File: config.mk
export PLATFORM = sky130hd
export DESIGN_NAME = sign_abs_to_bipolar_flat
export DESIGN_NICKNAME = d
export VERILOG_FILES = /design/src/rtl/sign_abs_to_bipolar_pkg.sv /design/src/rtl/sign_abs_to_bipolar_if.sv /design/src/rtl/sign_abs_to_bipolar_sign_filter.sv /design/src/rtl/sign_abs_to_bipolar.sv /design/src/flat_wrapper.sv
export SDC_FILE = /design/constraint.sdc
export NUM_CORES = 1
export LEC_CHECK = 0
export BUFFER_PORTS_ARGS = -buffer_cell sky130_fd_sc_hd__clkbuf_2
export CORE_AREA = 2 2 39 41
export DETAILED_ROUTE_END_ITERATION = 10
export DIE_AREA = 0 0 41 43
export GPL_ROUTABILITY_DRIVEN = 0
export SLEW_MARGIN = 20
export SYNTH_ARGS = -nofsm -noshare
export SYNTH_HDL_FRONTEND = slang
export SYNTH_HIERARCHICAL = 1
export SYNTH_SLANG_ARGS = --single-unit
File: constraint.sdc
create_clock -name clk -period 2.3 [get_ports clk]
set_clock_uncertainty 0.2 [all_clocks]
set_input_delay 0.575 -clock clk [delete_from_list [all_inputs] [get_ports clk]]
set_output_delay 0.575 -clock clk [all_outputs]
set_load 0.01 [all_outputs]
File: src/rtl/sign_abs_to_bipolar_pkg.sv
// Shared unary-kernel definitions: sign polarity constants and the
// sign-filter counter midpoint helper.
package sign_abs_to_bipolar_pkg;

  localparam logic SIGN_POS = 1'b0;
  localparam logic SIGN_NEG = 1'b1;

  // Reset/midpoint value of a DEP-bit sign-filter counter.
  function automatic int unsigned cnt_mid(input int unsigned dep);
    return 32'd1 << (dep - 32'd1);
  endfunction

endpackage

File: src/rtl/sign_abs_to_bipolar_if.sv
// Stream-side signals of the sign/abs to bipolar converter; enable is the
// only flow control, so producer and consumer must stay cycle-aligned.
interface sign_abs_to_bipolar_if;
  logic en;
  logic sign_in;
  logic mag;
  logic out;
  logic sign_q;

  modport master (output en, output sign_in, output mag,
                  input  out, input  sign_q);
  modport slave  (input  en, input  sign_in, input  mag,
                  output out, output sign_q);
endinterface

File: src/rtl/sign_abs_to_bipolar_sign_filter.sv
// Saturating up/down counter that debounces the per-cycle sign bit; the
// filtered sign is negative whenever the counter sits below its midpoint.
module sign_filter
  import sign_abs_to_bipolar_pkg::*;
#(
  parameter int DEP = 3
) (
  input  logic clk,
  input  logic rst_n,
  input  logic en,
  input  logic sign_in,
  output logic sign_f
);

  localparam logic [DEP-1:0] CNT_RST = DEP'(cnt_mid(DEP));
  localparam logic [DEP-1:0] CNT_ONE = DEP'(1);

  logic [DEP-1:0] cnt_q;
  logic [DEP-1:0] cnt_d;

  // Next count: step toward the sampled sign, clamped at both rails.
  always_comb begin
    cnt_d = cnt_q;
    if (en) begin
      if (sign_in == SIGN_NEG) begin
        if (|cnt_q) begin
          cnt_d = cnt_q - CNT_ONE;
        end else begin
          cnt_d = cnt_q;
        end
      end else begin
        if (!(&cnt_q)) begin
          cnt_d = cnt_q + CNT_ONE;
        end else begin
          cnt_d = cnt_q;
        end
      end
    end else begin
      cnt_d = cnt_q;
    end
  end

  // Counter register.
  always_ff @(posedge clk or negedge rst_n) begin
    if (!rst_n) begin
      cnt_q <= CNT_RST;
    end else begin
      cnt_q <= cnt_d;
    end
  end

  assign sign_f = ~cnt_q[DEP-1];

endmodule

File: src/rtl/sign_abs_to_bipolar.sv
// Recombines a sign stream and a unipolar magnitude stream into one bipolar
// stream; magnitude-0 cycles emit an alternating filler bit (bipolar zero).
module sign_abs_to_bipolar
  import sign_abs_to_bipolar_pkg::*;
#(
  parameter int DEP  = 3,
  parameter int FILT = 1
) (
  input  logic                  clk,
  input  logic                  rst_n,
  sign_abs_to_bipolar_if.slave  bus
);

  logic sign_f;
  logic sign_use;
  logic tgl_q, tgl_d;
  logic out_q, out_d;
  logic sgn_q, sgn_d;

  sign_filter #(.DEP(DEP)) u_filt (
    .clk     (clk),
    .rst_n   (rst_n),
    .en      (bus.en),
    .sign_in (bus.sign_in),
    .sign_f  (sign_f)
  );

  assign sign_use = (FILT != 0) ? sign_f : bus.sign_in;

  // Output mux and filler toggle; both see the pre-update counter and toggle.
  always_comb begin
    tgl_d = tgl_q;
    out_d = out_q;
    sgn_d = sgn_q;
    if (bus.en) begin
      sgn_d = sign_use;
      if (bus.mag) begin
        out_d = ~sign_use;
        tgl_d = tgl_q;
      end else begin
        out_d = tgl_q;
        tgl_d = ~tgl_q;
      end
    end else begin
      tgl_d = tgl_q;
    end
  end

  // Output and toggle registers.
  always_ff @(posedge clk or negedge rst_n) begin
    if (!rst_n) begin
      tgl_q <= 1'b0;
      out_q <= 1'b0;
      sgn_q <= SIGN_POS;
    end else begin
      tgl_q <= tgl_d;
      out_q <= out_d;
      sgn_q <= sgn_d;
    end
  end

  assign bus.out    = out_q;
  assign bus.sign_q = sgn_q;

endmodule
File: src/flat_wrapper.sv
// flat-port wrapper written by rule: the top's interface ports become plain ports
module sign_abs_to_bipolar_flat import sign_abs_to_bipolar_pkg::*;
#(
  parameter int DEP  = 3,
  parameter int FILT = 1
)
  (clk, rst_n, bus_en, bus_sign_in, bus_mag, bus_out, bus_sign_q);
  sign_abs_to_bipolar_if bus_i ();
  input  logic clk;
  input  logic rst_n;
  input wire logic [$bits(bus_i.en)-1:0] bus_en;
  input wire logic [$bits(bus_i.sign_in)-1:0] bus_sign_in;
  input wire logic [$bits(bus_i.mag)-1:0] bus_mag;
  output wire logic [$bits(bus_i.out)-1:0] bus_out;
  output wire logic [$bits(bus_i.sign_q)-1:0] bus_sign_q;
  assign bus_i.en = bus_en;
  assign bus_i.sign_in = bus_sign_in;
  assign bus_i.mag = bus_mag;
  assign bus_out = bus_i.out;
  assign bus_sign_q = bus_i.sign_q;
  sign_abs_to_bipolar #(.DEP(DEP), .FILT(FILT)) u_core (.clk(clk), .rst_n(rst_n), .bus(bus_i));
endmodule
### Yosys cells after proc, flatten, opt, wreduce, memory -nomap -nowiden

Index checks and enable logic that the tools add are counted.

* register bits: 6
* input port bits: 5
* output and inout bits: 2
* logic and storage cells: 19

* add/sub/neg operators: 2
* eq/ne operators: 2
* multiplexer cells: 4
* bitwise logic cells: 3
* reduce and logical (&&, ||, !) cells: 4

Operator list (number)
* two-way mux 3 bit: 3
* AND reduction 3 bit: 2
* adder 3 x 1 -> 3 bit (second input constant): 1
* inverter 1 bit: 3
* OR reduction 3 bit: 1
* subtractor 3 x 1 -> 3 bit (second input constant): 1
* inequality test 2 x 1 -> 1 bit (second input constant): 1
* inequality test 2 bit (second input constant): 1
* AND reduction 2 bit: 1
* two-way mux 1 bit: 1

### Longest topological paths before layout

* depth after elaboration: 3
* gate-level depth with buffers: 5
* gate-level depth less buffers: 5

### Hierarchy

The synthesis kept the hierarchy.

Modules (own cells, without submodules)
* sign_filter: times used 1, cells each 26, area each 219.0 um^2, seq. area each 76.3 um^2
* sign_abs_to_bipolar: times used 1, cells each 10, area each 126.4 um^2, seq. area each 75.1 um^2

### Worst setup path after synthesis

OpenSTA, ideal clock, no wires.

* kind: input -> register
* start: in bus_sign_in
* end: reg u_core.u_filt.cnt_q[2]
* library setup time: 82 ps
* arrival: 1531 ps
* data required time: 2018 ps
* slack: 488 ps
* cell stages on the path: 5
* buffers on the path: 0
* cell sequence: inv_1 -> fa_1 -> nand3_1 -> o21ai_0 -> a211o_1

* word-level cells in the longest chain between the ends: 2
* elaborated cells between the ends (all ways): 4
* those cells by class: eq/ne (2); mux (1); reduce/logical (1)

Ends and longest elaborated chain
* start: declaration: RTL line flat_wrapper.sv:12 `input wire logic [$bits(bus_i.sign_in)-1:0] bus_sign_in;`
* inequality test 2 x 1 -> 1 bit (no source line) or inequality test 2 bit (tied branches)
* AND reduction 3 bit (no source line)
* end signal: assignment: RTL line sign_abs_to_bipolar_sign_filter.sv:48 `cnt_q <= cnt_d;`
* end: declaration: RTL line sign_abs_to_bipolar_sign_filter.sv:18 `logic [DEP-1:0] cnt_q;`

Several ways; a longest one is shown, not always the timed one.
A chain may end at the register's enable or synchronous reset.

### Worst setup path after layout

Same ends and word-level chain as after synthesis.

==> results.md <==
Placed design:
- Timing analysis after detailed placement gives a worst setup slack of approximately 0.24 ns.
- The number of placed cells counting well taps is between 50 and 60.
- Input and output buffers added on the ports amount to 6.
- The estimated wirelength of the detail-placed design is ~450 µm.

Cells and area:
- The number of antenna diodes in the final layout is 0.
- The final cell count without fillers is 63.
- Compared with the post-synthesis result, the final layout area differs by 25.0%.
- The total area of sequential cells is 151 µm².
- The share of layout cells above drive strength 1 is 0.234.
- The layout filler cell count is 148.
- In the layout the commonest cells are clkbuf_2 (6), a21oi_1 (6), dfrtp_1 (5), inv_1 (5), clkbuf_4 (3).
- The net total in the final layout is between 50 and 60.
- The multi-input logic area is between 150 and 200 µm².

Clocking:
- The clock tree from TritonCTS is done.
- CTS placed an instance of clkbuf_4 at the clock tree root.
- The number of buffers inserted during clock tree synthesis is 3.
- The clock insertion delay at the later pin of the skew report is between 0.2 and 0.3 ns.
- The count of hold buffers inserted by post-cts repair is 1.
- The longest clock path from root to sink contains 2 buffers.
- The post-CTS setup buffer count is 0.
- The number of resized instances in the post-cts repair step is 0.
- The H-tree depth reported by CTS is 1.
- The total clock sinks is 6.
- The clock transition at the registers of the reported paths is roughly 0.040 ns.

Run status:
- The run finished with clean final reports.

Logic synthesis:
- Summing every instance area after synthesis gives 345 µm².
- The average size of a mapped cell is roughly 9.6 µm².
- The number of nets in the synthesized netlist is 42.
- By area the synthesized netlist is led by dfrtp_1 (36%), a21oi_1 (8.7%), dfstp_2 (7.6%).
- Synthesis inferred 6 register bits.
- The share of synthesized area occupied by flip-flops and latches is 0.438.
- The total number of yosys warnings is 6.
- The number of instances in the synthesized netlist is 36.
- The share of the synthesized area in the top cell type is 0.362.
- Of all cell types, the one taking the most synthesized area is dfrtp_1.
- The distinct cell type count after synthesis is 20.

Timing:
- The final cycle utilization of the critical path is 0.795.
- Setup repair after global routing left no endpoint under its margin.
- The worst slew margin relative to its limit is 0.853.
- The final-report max-slew violation count is 0.
- The tightest hold margin is 0.280 ns.
- The maximum clock rate is approximately 0.55 GHz.
- The hold violation count in the final report is 0.
- The count of endpoints failing setup in the final report is 0.
- The actual transition at the worst max-transition pin is around 0.22 ns.
- Once routing completed, OpenROAD measured the worst setup slack at between 0.4 and 0.5 ns.
- Adding up every negative setup slack in the final design gives 0 ns.
- After layout, the minimum clock period comes to 1.83 ns.

Power and ir drop:
- The areal power density over the cells is between 1000 and 1500 mW/mm².
- IR analysis of the VDD net gives a maximum drop of 0.492 mV.
- Summed over all cells, the static leakage comes to 0.197 nW.
- The overall power consumption is approximately 530 µW.

GRT:
- The via count of the first global-routing pass came to ~230.
- Summed over all layers, the global routing overflow is 0.
- The first-pass GRT wire length is approximately 900 µm.
- The initial antenna violation count came to 0.
- Entering global routing, the biggest net connects 12 pins.
- For this run, the total global-route usage over all layers was measured as 0.0814.

Drt:
- The count of nets left with antenna violations after detail routing is 0.
- In the routed layout, each cell is associated on average with a via count of ~4.6.
- After detailed routing, the average wire length per cell comes to between 9 and 10 µm.
- After detailed routing, the number of remaining DRC violations is 0.
- The total wire length is 627 µm.
- For this block, the initial DRC count from the detailed router was 3.
- The first TritonRoute pass finished after 2 iterations.
- The detailed router placed roughly 300 vias in this run.

Floorplan:
- The horizontal die dimension is 41 µm.
- Measured along the y axis, the die boundary spans 43 µm.
- The floorplan step defined a core boundary enclosing 0.00138 mm².
- The initial utilization of the core area, before any placement, comes to 0.250.
- The row count is 14.
- The die covers between 0.0015 and 0.002 mm².
- In this run the count of I/O pins placed on the die edge is 7.

Setup path:
- The startpoint-to-endpoint class of the critical path is primary input to flop.
- The critical path ends at u_core/u_filt/cnt_q[2].
- Data arrives at the worst endpoint at ~1.8 ns.
- The number of cells on the worst reg-to-reg path is 5.
- The most critical setup path has its startpoint at bus_sign_in.
- The worst setup path is captured at a flop.
- In this run the register-to-register setup slack is approximately 0.61 ns.
- The endpoint of the lowest-slack register-to-register path is u_core/u_filt/cnt_q[2].
- Of all nets on the critical path, the largest fanout is 7.
- The required arrival time at the worst endpoint is between 2 and 2.5 ns.
- The type of origin of the critical path is a primary input.
- The origin of the critical flop-to-flop path is u_core/u_filt/cnt_q[0].

Job:
- The tool flagged a number of max-cap violations equal to 0.

Min path:
- The class of the worst hold path is flop to flop.
[metal layers]
metal	part of all wire	routed length [µm]	vias up	GRT usage
met5	0	0	-	0
met4	0.021	13	0	0.0600
met3	0.048	30	2	0.0471
met2	0.36	228	8	0.0938
met1	0.56	354	134	0.107
li1	-	-	148	-
[synth_stat cells]
cell and n:
a21oi_1 6, dfrtp_1 5, inv_1 5, nand2_1 2, nor2b_1 2, xnor2_1 2, a211o_1 1, a31o_1 1
a31oi_1 1, dfstp_2 1, fa_1 1, mux2_2 1, nand2b_1 1, nand3_1 1, nand3b_1 1, nand4b_1 1
nor3_1 1, o21ai_0 1, or2_1 1, or3b_1 1
[critical path: stages]
cell and delay [ns]:
clkbuf_2 0.15, inv_1 0.09, fa_1 0.49, nand3_1 0.11, o21ai_0 0.08, a211o_1 0.29
[final cells by class]
| type | count | area share |
|---|---|---|
| clock buffer | 4 | 0.0609 |
| tap | 16 | 0.0464 |
| timing repair buffer | 7 | 0.0928 |
| multi-input combinational | 25 | 0.406 |
| sequential | 6 | 0.351 |
| inverter | 5 | 0.0435 |
[worst min path at each step]
| stage | startpoint | to | cells past startpoint |
|---|---|---|---|
| after floorplan | rst_n | u_core/bus.out | 0 |
| after global placement | rst_n | u_core/bus.sign_q | 1 |
| after detailed placement | rst_n | u_core/bus.sign_q | 1 |
| after CTS | u_core/tgl_q | u_core/tgl_q | 1 |
| after global routing | u_core/tgl_q | u_core/tgl_q | 1 |
| final | u_core/tgl_q | u_core/tgl_q | 1 |
[kinds of logic after synthesis]
logic type	share of synthesized area
AND/OR/NAND/NOR	0.196
XOR/XNOR	0.0507
flip-flops	0.438
AO/OA/AOI/OAI	0.170
multiplexers	0.0326
adder cells (fa/ha/maj)	0.0580
buffers and inverters	0.0544
[sequential cells by signal, summed over array words and instances, names as in the netlist]
name	flops
u_core/bus.sign_q	1
u_core/tgl_q	1
u_core/u_filt/cnt_q	3
u_core/bus.out	1
[stage by stage]
stage / area, µm² / util
floorplan: 345 / -
global placement: 395 / 0.286
detailed placement: 395 / 0.286
CTS: 432 / 0.312
global route: 432 / 0.312
finish: 432 / 0.312
[power by group]
group | switching, mW | leakage, nW | internal (mW)
Sequential | 0.0446 | 0.0695 | 0.164
Clock | 0.0399 | 0.0150 | 0.0658
Combinational | 0.109 | 0.112 | 0.105
No activity file was read; power rests on OpenSTA's default activity.
